### config.mk
export PLATFORM = sky130hd
export DESIGN_NAME = psum_glb_loader
export DESIGN_NICKNAME = d
export VERILOG_FILES = /design/src/rtl/psum_glb_loader.sv
export SDC_FILE = /design/constraint.sdc
export NUM_CORES = 1
export LEC_CHECK = 0
export BUFFER_PORTS_ARGS = -buffer_cell sky130_fd_sc_hd__buf_2
export CAP_MARGIN = 5
export CORE_MARGIN = 2
export CORE_UTILIZATION = 50
export CTS_CLUSTER_SIZE = 40
export DETAILED_ROUTE_END_ITERATION = 7
export PLACE_DENSITY = 0.8
export SETUP_SLACK_MARGIN = 0.05
export SYNTH_ARGS = -nofsm -noshare
export SYNTH_HDL_FRONTEND = slang
export SYNTH_SLANG_ARGS = --single-unit
### constraint.sdc
create_clock -name clk -period 2.32 [get_ports clk]
set_input_delay 0.348 -clock clk [delete_from_list [all_inputs] [get_ports clk]]
set_output_delay 0.348 -clock clk [all_outputs]
set_load 0.01 [all_outputs]
### src/rtl/psum_glb_loader.sv
// psum_glb_loader
//   Streams X_dim partial-sum words out of the global buffer (GLB), packs
//   them into one wide vector and writes that vector into the PE psum
//   scratchpads with a single strobe. Each start pulse performs one load.
//   Successive loads walk through Y_dim consecutive X_dim-word blocks and
//   then wrap back to the first block.
//
// Ports
//   clk               single clock, rising edge
//   reset             asynchronous, active-low reset
//   load_psum_ctrl    start pulse from the PE cluster controller
//   read_en_glb_psum  GLB psum read strobe
//   r_addr_glb_psum   GLB psum read address
//   r_data_glb_psum   GLB read data, valid one cycle after the strobe
//   w_data_spad_psum  packed psum vector to the spads (slot 0 = LSBs)
//   load_en_spad_psum one-cycle write strobe for w_data_spad_psum
//   busy              high whenever the loader is not idle
//   pass_done         pulses with the load of the last block in a pass
module psum_glb_loader #(
  parameter int DATA_BITWIDTH     = 16,
  parameter int ADDR_BITWIDTH_GLB = 10,
  parameter int X_dim             = 5,
  parameter int Y_dim             = 3,
  parameter int PSUM_READ_ADDR    = 0
) (
  input  logic                              clk,
  input  logic                              reset,
  input  logic                              load_psum_ctrl,
  output logic                              read_en_glb_psum,
  output logic [ADDR_BITWIDTH_GLB-1:0]      r_addr_glb_psum,
  input  logic [DATA_BITWIDTH-1:0]          r_data_glb_psum,
  output logic [DATA_BITWIDTH*X_dim-1:0]    w_data_spad_psum,
  output logic                              load_en_spad_psum,
  output logic                              busy,
  output logic                              pass_done
);

  localparam int CNT_W  = $clog2(X_dim + 1);
  localparam int ITER_W = (Y_dim > 1) ? $clog2(Y_dim) : 1;

  localparam logic [CNT_W-1:0]  LAST_RD   = CNT_W'(X_dim - 1);
  localparam logic [ITER_W-1:0] LAST_ITER = ITER_W'(Y_dim - 1);

  typedef enum logic [1:0] {
    IDLE,
    READ,
    DRAIN,
    LOAD
  } state_t;

  state_t                       state;
  logic [ITER_W-1:0]            iter;
  logic [CNT_W-1:0]             rd_count;
  logic [CNT_W-1:0]             wr_count;
  logic                         capture_valid;
  logic [ADDR_BITWIDTH_GLB-1:0] iter_base;

  // Start address of the current block; truncation to the address width
  // gives the required modulo-2^ADDR_BITWIDTH_GLB wrap.
  always_comb begin
    iter_base = ADDR_BITWIDTH_GLB'(PSUM_READ_ADDR) + ADDR_BITWIDTH_GLB'(iter * X_dim);
  end

  // All outputs are registered: each branch sets the values the outputs
  // must carry in the state being entered. Capture runs alongside the FSM
  // because the last word returns while the FSM is already in DRAIN.
  always_ff @(posedge clk or negedge reset) begin
    if (!reset) begin
      state             <= IDLE;
      iter              <= '0;
      rd_count          <= '0;
      wr_count          <= '0;
      capture_valid     <= 1'b0;
      read_en_glb_psum  <= 1'b0;
      r_addr_glb_psum   <= ADDR_BITWIDTH_GLB'(PSUM_READ_ADDR);
      w_data_spad_psum  <= '0;
      load_en_spad_psum <= 1'b0;
      busy              <= 1'b0;
      pass_done         <= 1'b0;
    end else begin
      // GLB data lags the strobe by one cycle, so the strobe delayed by one
      // cycle marks which r_data_glb_psum samples are real words.
      capture_valid <= read_en_glb_psum;
      if (capture_valid) begin
        for (int k = 0; k < X_dim; k++) begin
          if (wr_count == CNT_W'(k)) begin
            w_data_spad_psum[k*DATA_BITWIDTH +: DATA_BITWIDTH] <= r_data_glb_psum;
          end
        end
        wr_count <= wr_count + 1'b1;
      end

      case (state)
        IDLE: begin
          read_en_glb_psum  <= 1'b0;
          load_en_spad_psum <= 1'b0;
          pass_done         <= 1'b0;
          if (load_psum_ctrl) begin
            state            <= READ;
            busy             <= 1'b1;
            read_en_glb_psum <= 1'b1;
            r_addr_glb_psum  <= iter_base;
            rd_count         <= '0;
            wr_count         <= '0;
          end
        end
        READ: begin
          if (rd_count == LAST_RD) begin
            state            <= DRAIN;
            read_en_glb_psum <= 1'b0;
          end else begin
            rd_count        <= rd_count + 1'b1;
            r_addr_glb_psum <= r_addr_glb_psum + 1'b1;
          end
        end
        DRAIN: begin
          // iter still names the block being loaded, so it decides pass_done.
          state             <= LOAD;
          load_en_spad_psum <= 1'b1;
          pass_done         <= (iter == LAST_ITER);
        end
        LOAD: begin
          state             <= IDLE;
          load_en_spad_psum <= 1'b0;
          pass_done         <= 1'b0;
          busy              <= 1'b0;
          iter              <= (iter == LAST_ITER) ? '0 : iter + 1'b1;
        end
        default: begin
          state <= IDLE;
        end
      endcase
    end
  end

endmodule

# --- Word-level counts from Yosys, hierarchy flattened ---
# Index checks and enable logic that the tools add are counted.
totals:
  reg_bits: 105
  inputBits: 19
  output_inout_bits: 94
  word_cells: 67
classes:
  n_eq_ne: 12
  mul: 1
  n_addsub: 4
  n_mux: 20
  n_reduce_logical: 15
op_table:
  columns: ["cell", "n"]
  rows:
  - ["$mux 10", 2]
  - ["$pmux 10 s2", 1]
  - ["$reduce_and 2->1", 8]
  - ["$mux 3", 5]
  - ["$add 10x1->10 const B", 1]
  - ["$pmux 1 s2", 4]
  - ["$pmux 2 s4", 1]
  - ["$add 3x1->3 const B", 2]
  - ["$eq 2x2->1 const B", 3]
  - ["$eq 3x2->1 const B", 2]
  - ["$eq 3x3->1 const B", 2]
  - ["$mux 2", 3]
  - ["$ne 2x2->1 const B", 3]
  - ["$pmux 3 s2", 1]
  - ["$reduce_bool 2->1", 3]
  - ["$mul 2x3->5 const B", 1]
  - ["$eq 3x1->1 const B", 1]
  - ["$logic_not 3->1", 1]
  - ["$mux 1", 3]
  - ["$reduce_and 3->1", 1]
  - ["$add 2x1->2 const B", 1]
  - ["$eq 2x1->1 const B", 1]
  - ["$logic_not 2->1", 1]
  - ["$reduce_or 2->1", 1]

# --- Depth between registers and ports, before layout ---
logic_depth:
  word_depth: 4
  depth_mapped: 7
  mapped_depth_nobuf: 6

# --- Worst setup path after synthesis ---
# No wires, ideal clock.
synth_timing:
  kind: "register -> register"
  startpoint: "reg state[1]"
  endpoint: "reg r_addr_glb_psum[9]"
  setup_time_ps: 78
  t_arrival_ps: 1950
  synth_period_minus_slack_ps: 2028
  t_required_ps: 2242
  n_path_buf: 1
  path_slack_ps: 292
  stages_incl_launch_ff: 8
  cell_sequence: "dfrtp_1 inv_1 ha_1 buf_2 mux2i_2 or4_4 or3_1 a21oi_1"
synth_between:
  elab_chain_cells: 3
  word_cells_on_any_way: 7
  cone_classes: "eq/ne: 3; mux: 1; reduce/logical: 3"
synth_lines:
  columns: ["item", "line", "source"]
  rows:
  - ["start, declared", "51", "state_t state;"]
  - ["start signal, assigned", "69", "state <= IDLE;"]
  - ["start signal, assigned", "99", "state <= READ;"]
  - ["start signal, assigned", "109", "state <= DRAIN;"]
  - ["$eq 2x1->1 / $logic_not 2->1 (equally long branches)", "93", "case (state)"]
  - ["$ne 2x2->1 (no line) / $reduce_bool 2->1 (equally long branches)", null, null]
  - ["$reduce_and 3->1 (no line)", null, null]
  - ["end signal, assigned", "75", "r_addr_glb_psum <= ADDR_BITWIDTH_GLB'(PSUM_READ_ADDR);"]
  - ["end signal, assigned", "102", "r_addr_glb_psum <= iter_base;"]
  - ["end signal, assigned", "113", "r_addr_glb_psum <= r_addr_glb_psum + 1'b1;"]
  - ["end, declared", "30", "output logic [ADDR_BITWIDTH_GLB-1:0] r_addr_glb_psum,"]
# Several ways; a longest one is shown, not always the timed one.
# A chain may end at the register's enable or synchronous reset.

# --- Worst setup path after layout ---
layout_timing:
  startpoint: "reg state[0]"
  endpoint: "reg r_addr_glb_psum[9]"
# Same word-level chain as after synthesis.

==> results.txt <==
----------------------------------------------------
[Finish]
  Total inserted antenna cells ... 0
  Number of fill cells ... 660
  Total non-filler cell area in the finished layout ... 0.00528 mm2
  Share of final-layout standard cells stronger than drive strength 1 ... 0.525
  Number of nets in the layout ... 461
  Signed area change from the synthesized netlist to the final layout ... 23.2%

[Power and ir drop]
  Worst-case vdd ir drop ... 0.656 mV
  Static leakage ... 2.52 nW
  Power density normalized to cell area ... 1460 mW/mm2
  Power, Total ... 7.70 mW

[Logic synthesis]
  Fraction of synthesized cell area taken by the top area cell type ... 0.613
  Commonest cells post-synth ... sky130_fd_sc_hd__dfrtp_1, sky130_fd_sc_hd__mux2_2, sky130_fd_sc_hd__nand2_1
  Count of flip-flops with a built-in enable after synthesis ... 0
  Share of flip-flops with an asynchronous set or reset ... 1.00
  Most area-hungry cell type in the Yosys netlist ... sky130_fd_sc_hd__dfrtp_1
  Total standard cell area after synthesis ... 0.00429 mm2
  Flip-flop and latch count after synthesis ... 105
  Most instantiated flip-flop cell in the synthesis netlist ... sky130_fd_sc_hd__dfrtp_1
  Count of mapped cells out of synthesis ... 304
  Count of different cell masters after synthesis ... 31
  Count of yosys warnings during synthesis ... 0
  Cell types occupying the most area after synthesis ... sky130_fd_sc_hd__dfrtp_1, sky130_fd_sc_hd__mux2_2, sky130_fd_sc_hd__ha_1
  Mean area per synthesized cell ... 14.1 um2
  Sequential area share after synthesis ... 0.613
  Leading cell type by number of instances after synthesis ... sky130_fd_sc_hd__dfrtp_1
  Post-synthesis net count ... 336

[Placed design]
  Total placed instance area ... 0.00507 mm2
  Routability congestion estimate from global placement ... 0.846
  Quantity of I/O buffers inserted on ports ... 112
  DPL Wire Length ... 6430 um

[CTS]
  CTS tree ... built
  CTS Sinks ... 105
  Clk buf depth ... 2
  Worst-skew pair later-pin latency ... 0.36 ns
  Hold_buf cts ... 0
  CTS clk-pin slew, worst paths ... 0.10 ns
  H-tree lvl count ... 3
  Num CTS Buffers ... 9
  Master cell of the clock root buffer ... sky130_fd_sc_hd__clkbuf_8
  Post-cts gate resize count ... 0
  Number of post-CTS setup repair buffers ... 0

[Drt]
  Number of DRC markers in iteration 0 ... 57
  ANT nets after route ... 0
  Routed length per instance ... 16.7 um
  Number of vias per cell ... 5.37
  Drt pass-1 iters ... 4
  Detailed-route wire length ... 8990 um
  Post-route DRC ... 0
  Via count ... 2,896

[STA]
  Transition time at the pin with the least slew margin ... 0.559 ns
  Final Setup Violations ... 0
  Total count of max-transition violations in the final report ... 0
  Total count of hold-check failures in the final report ... 0
  Setup repair after global routing missed its margin ... no
  Total negative slack for setup checks ... 0 ns
  Final period util ... 0.881
  Clock Skews ... 0.00886 ns
  Crit path time final ... 2.04 ns
  Max-slew headroom at the worst pin ... 0.628
  Achievable frequency ... 0.489 GHz

[Run status]
  Outcome ... complete, no violations

[Global routing]
  Vias in the first global route ... 3,000
  Combined global-route utilization of all metal layers ... 0.199
  Overflow after GRT ... 0
  Number of antenna violations at the first check in global routing ... 0
  Maximum number of pins on one net before global-route repair ... 106
  Wire length of the first global-routing pass ... 15,000 um

[Floorplanning]
  Height of the die ... 96.6 um
  Die X ... 96.6 um
  Number of rows in the core area ... 33
  Number of placed I/O pins ... 113
  Floorplan die area ... 0.00934 mm2
  Core area ... 0.00826 mm2
  Initial core utilization ... 0.519

[Worst setup path]
  Critical R2R Capture ... r_addr_glb_psum[9]
  Register-to-register path setup slack ... 0.28 ns
  Depth of the worst register-to-register path ... 6
  Critical path class ... register to register
  Endpoint arrival time on the critical path ... 2.32 ns
  Setup crit start kind ... register
  Worst path required time ... 2.60 ns
  Crit path max fanout ... 5
  Critical path capture point type ... register
  Source of the worst register-to-register timing path ... state[0]

[Run]
  Number of max-cap violations ... 0

[Worst hold path]
  Type of the worst min-delay path ... primary input to async pin

----------------------------------------------------
==> worst max path at each step <==
stage                   from  cells past startpoint  slack (ns)                  to
finish              state[0]                      6        0.28  r_addr_glb_psum[9]
global route        state[0]                      6        0.14  r_addr_glb_psum[9]
CTS                 state[0]                      6        0.28  r_addr_glb_psum[9]
detailed placement  state[0]                      6        0.28  r_addr_glb_psum[9]
global placement    state[0]                      6        0.35  r_addr_glb_psum[9]
floorplan           state[1]                      7        0.29  r_addr_glb_psum[9]
==> critical path, cell delays in order, from the launching register on <==
cell,delay [ns]
sky130_fd_sc_hd__dfrtp_1,0.44
sky130_fd_sc_hd__inv_1,0.09
sky130_fd_sc_hd__ha_1,0.23
sky130_fd_sc_hd__mux2i_2,0.16
sky130_fd_sc_hd__or4_4,0.55
sky130_fd_sc_hd__or3_1,0.36
sky130_fd_sc_hd__a21oi_1,0.14
==> registers in the layout, indices dropped and copies added (netlist names) <==
name               cells
w_data_spad_psum      80
capture_valid          1
r_addr_glb_psum       10
wr_count               3
state                  2
rd_count               3
iter                   2
busy                   1
read_en_glb_psum       1
pass_done              1
load_en_spad_psum      1
==> cells in the final DEF (no fill, tap or decap), types with 2 or more instances in the layout <==
cell                         instances
sky130_fd_sc_hd__buf_2             111
sky130_fd_sc_hd__dfrtp_1           105
sky130_fd_sc_hd__mux2_2             83
sky130_fd_sc_hd__nand2_1            15
sky130_fd_sc_hd__ha_1               13
sky130_fd_sc_hd__nor2_1             12
sky130_fd_sc_hd__inv_1              10
sky130_fd_sc_hd__o21ai_0            10
sky130_fd_sc_hd__clkbuf_8           10
sky130_fd_sc_hd__buf_4              10
sky130_fd_sc_hd__a21oi_1             8
sky130_fd_sc_hd__mux2i_1             5
sky130_fd_sc_hd__nand3_1             5
sky130_fd_sc_hd__xnor2_1             4
sky130_fd_sc_hd__nor3_1              3
sky130_fd_sc_hd__buf_12              3
sky130_fd_sc_hd__and3_1              2
sky130_fd_sc_hd__or3_1               2
sky130_fd_sc_hd__nor4_1              2
sky130_fd_sc_hd__nand3b_1            2
sky130_fd_sc_hd__o221a_2             2
sky130_fd_sc_hd__clkinvlp_4          2
==> area by class of cell <==
| type | count | area [um2] | share of cell area |
|---|---|---|---|
| well taps | 105 | 131 | 0.0249 |
| repair buffers | 124 | 691 | 0.131 |
| clock inverters | 6 | 73.8 | 0.0140 |
| inverters | 10 | 37.5 | 0.00711 |
| clock buffers | 10 | 138 | 0.0261 |
| multi-input cells | 179 | 1580 | 0.300 |
| flip-flops and latches | 105 | 2630 | 0.497 |
==> stage by stage <==
stage	worst slack [ns]	std cells	hold slack, ns	util
final	0.276	539	0.0216	0.640
after global routing	0.144	539	0.0709	0.640
after CTS	0.277	539	0.0594	0.640
after detailed placement	0.281	523	0.416	0.614
after global placement	0.352	523	0.409	0.614
after floorplan	0.292	304	0.0524	-
==> layer usage <==
layer / part of all wire / track usage / vias up
met3: 0.044 / 0.0470 / 14
met4: 0.018 / 0.0639 / 0
met1: 0.44 / 0.259 / 1489
li1: - / - / 1316
met5: 0 / 0 / -
met2: 0.50 / 0.333 / 77
==> power breakdown <==
group,internal [mW],leakage [nW],switching (mW)
combinational,1.68,1.17,1.58
sequential,2.73,1.25,0.542
clock,0.542,0.101,0.621
==> kinds of logic (layout without fill, tap and decap cells) <==
family | Yosys count | in the layout | synth area share
flip-flops | 105 | 105 | 0.613
AO/OA/AOI/OAI | 25 | 25 | 0.0359
AND/OR/NAND/NOR | 47 | 47 | 0.0525
adder cells (fa/ha/maj) | 13 | 13 | 0.0379
XOR/XNOR | 5 | 5 | 0.0102
buffers and inverters | 20 | 150 | 0.0181
multiplexers | 89 | 89 | 0.233
No activity file was read; power rests on OpenSTA's default activity.
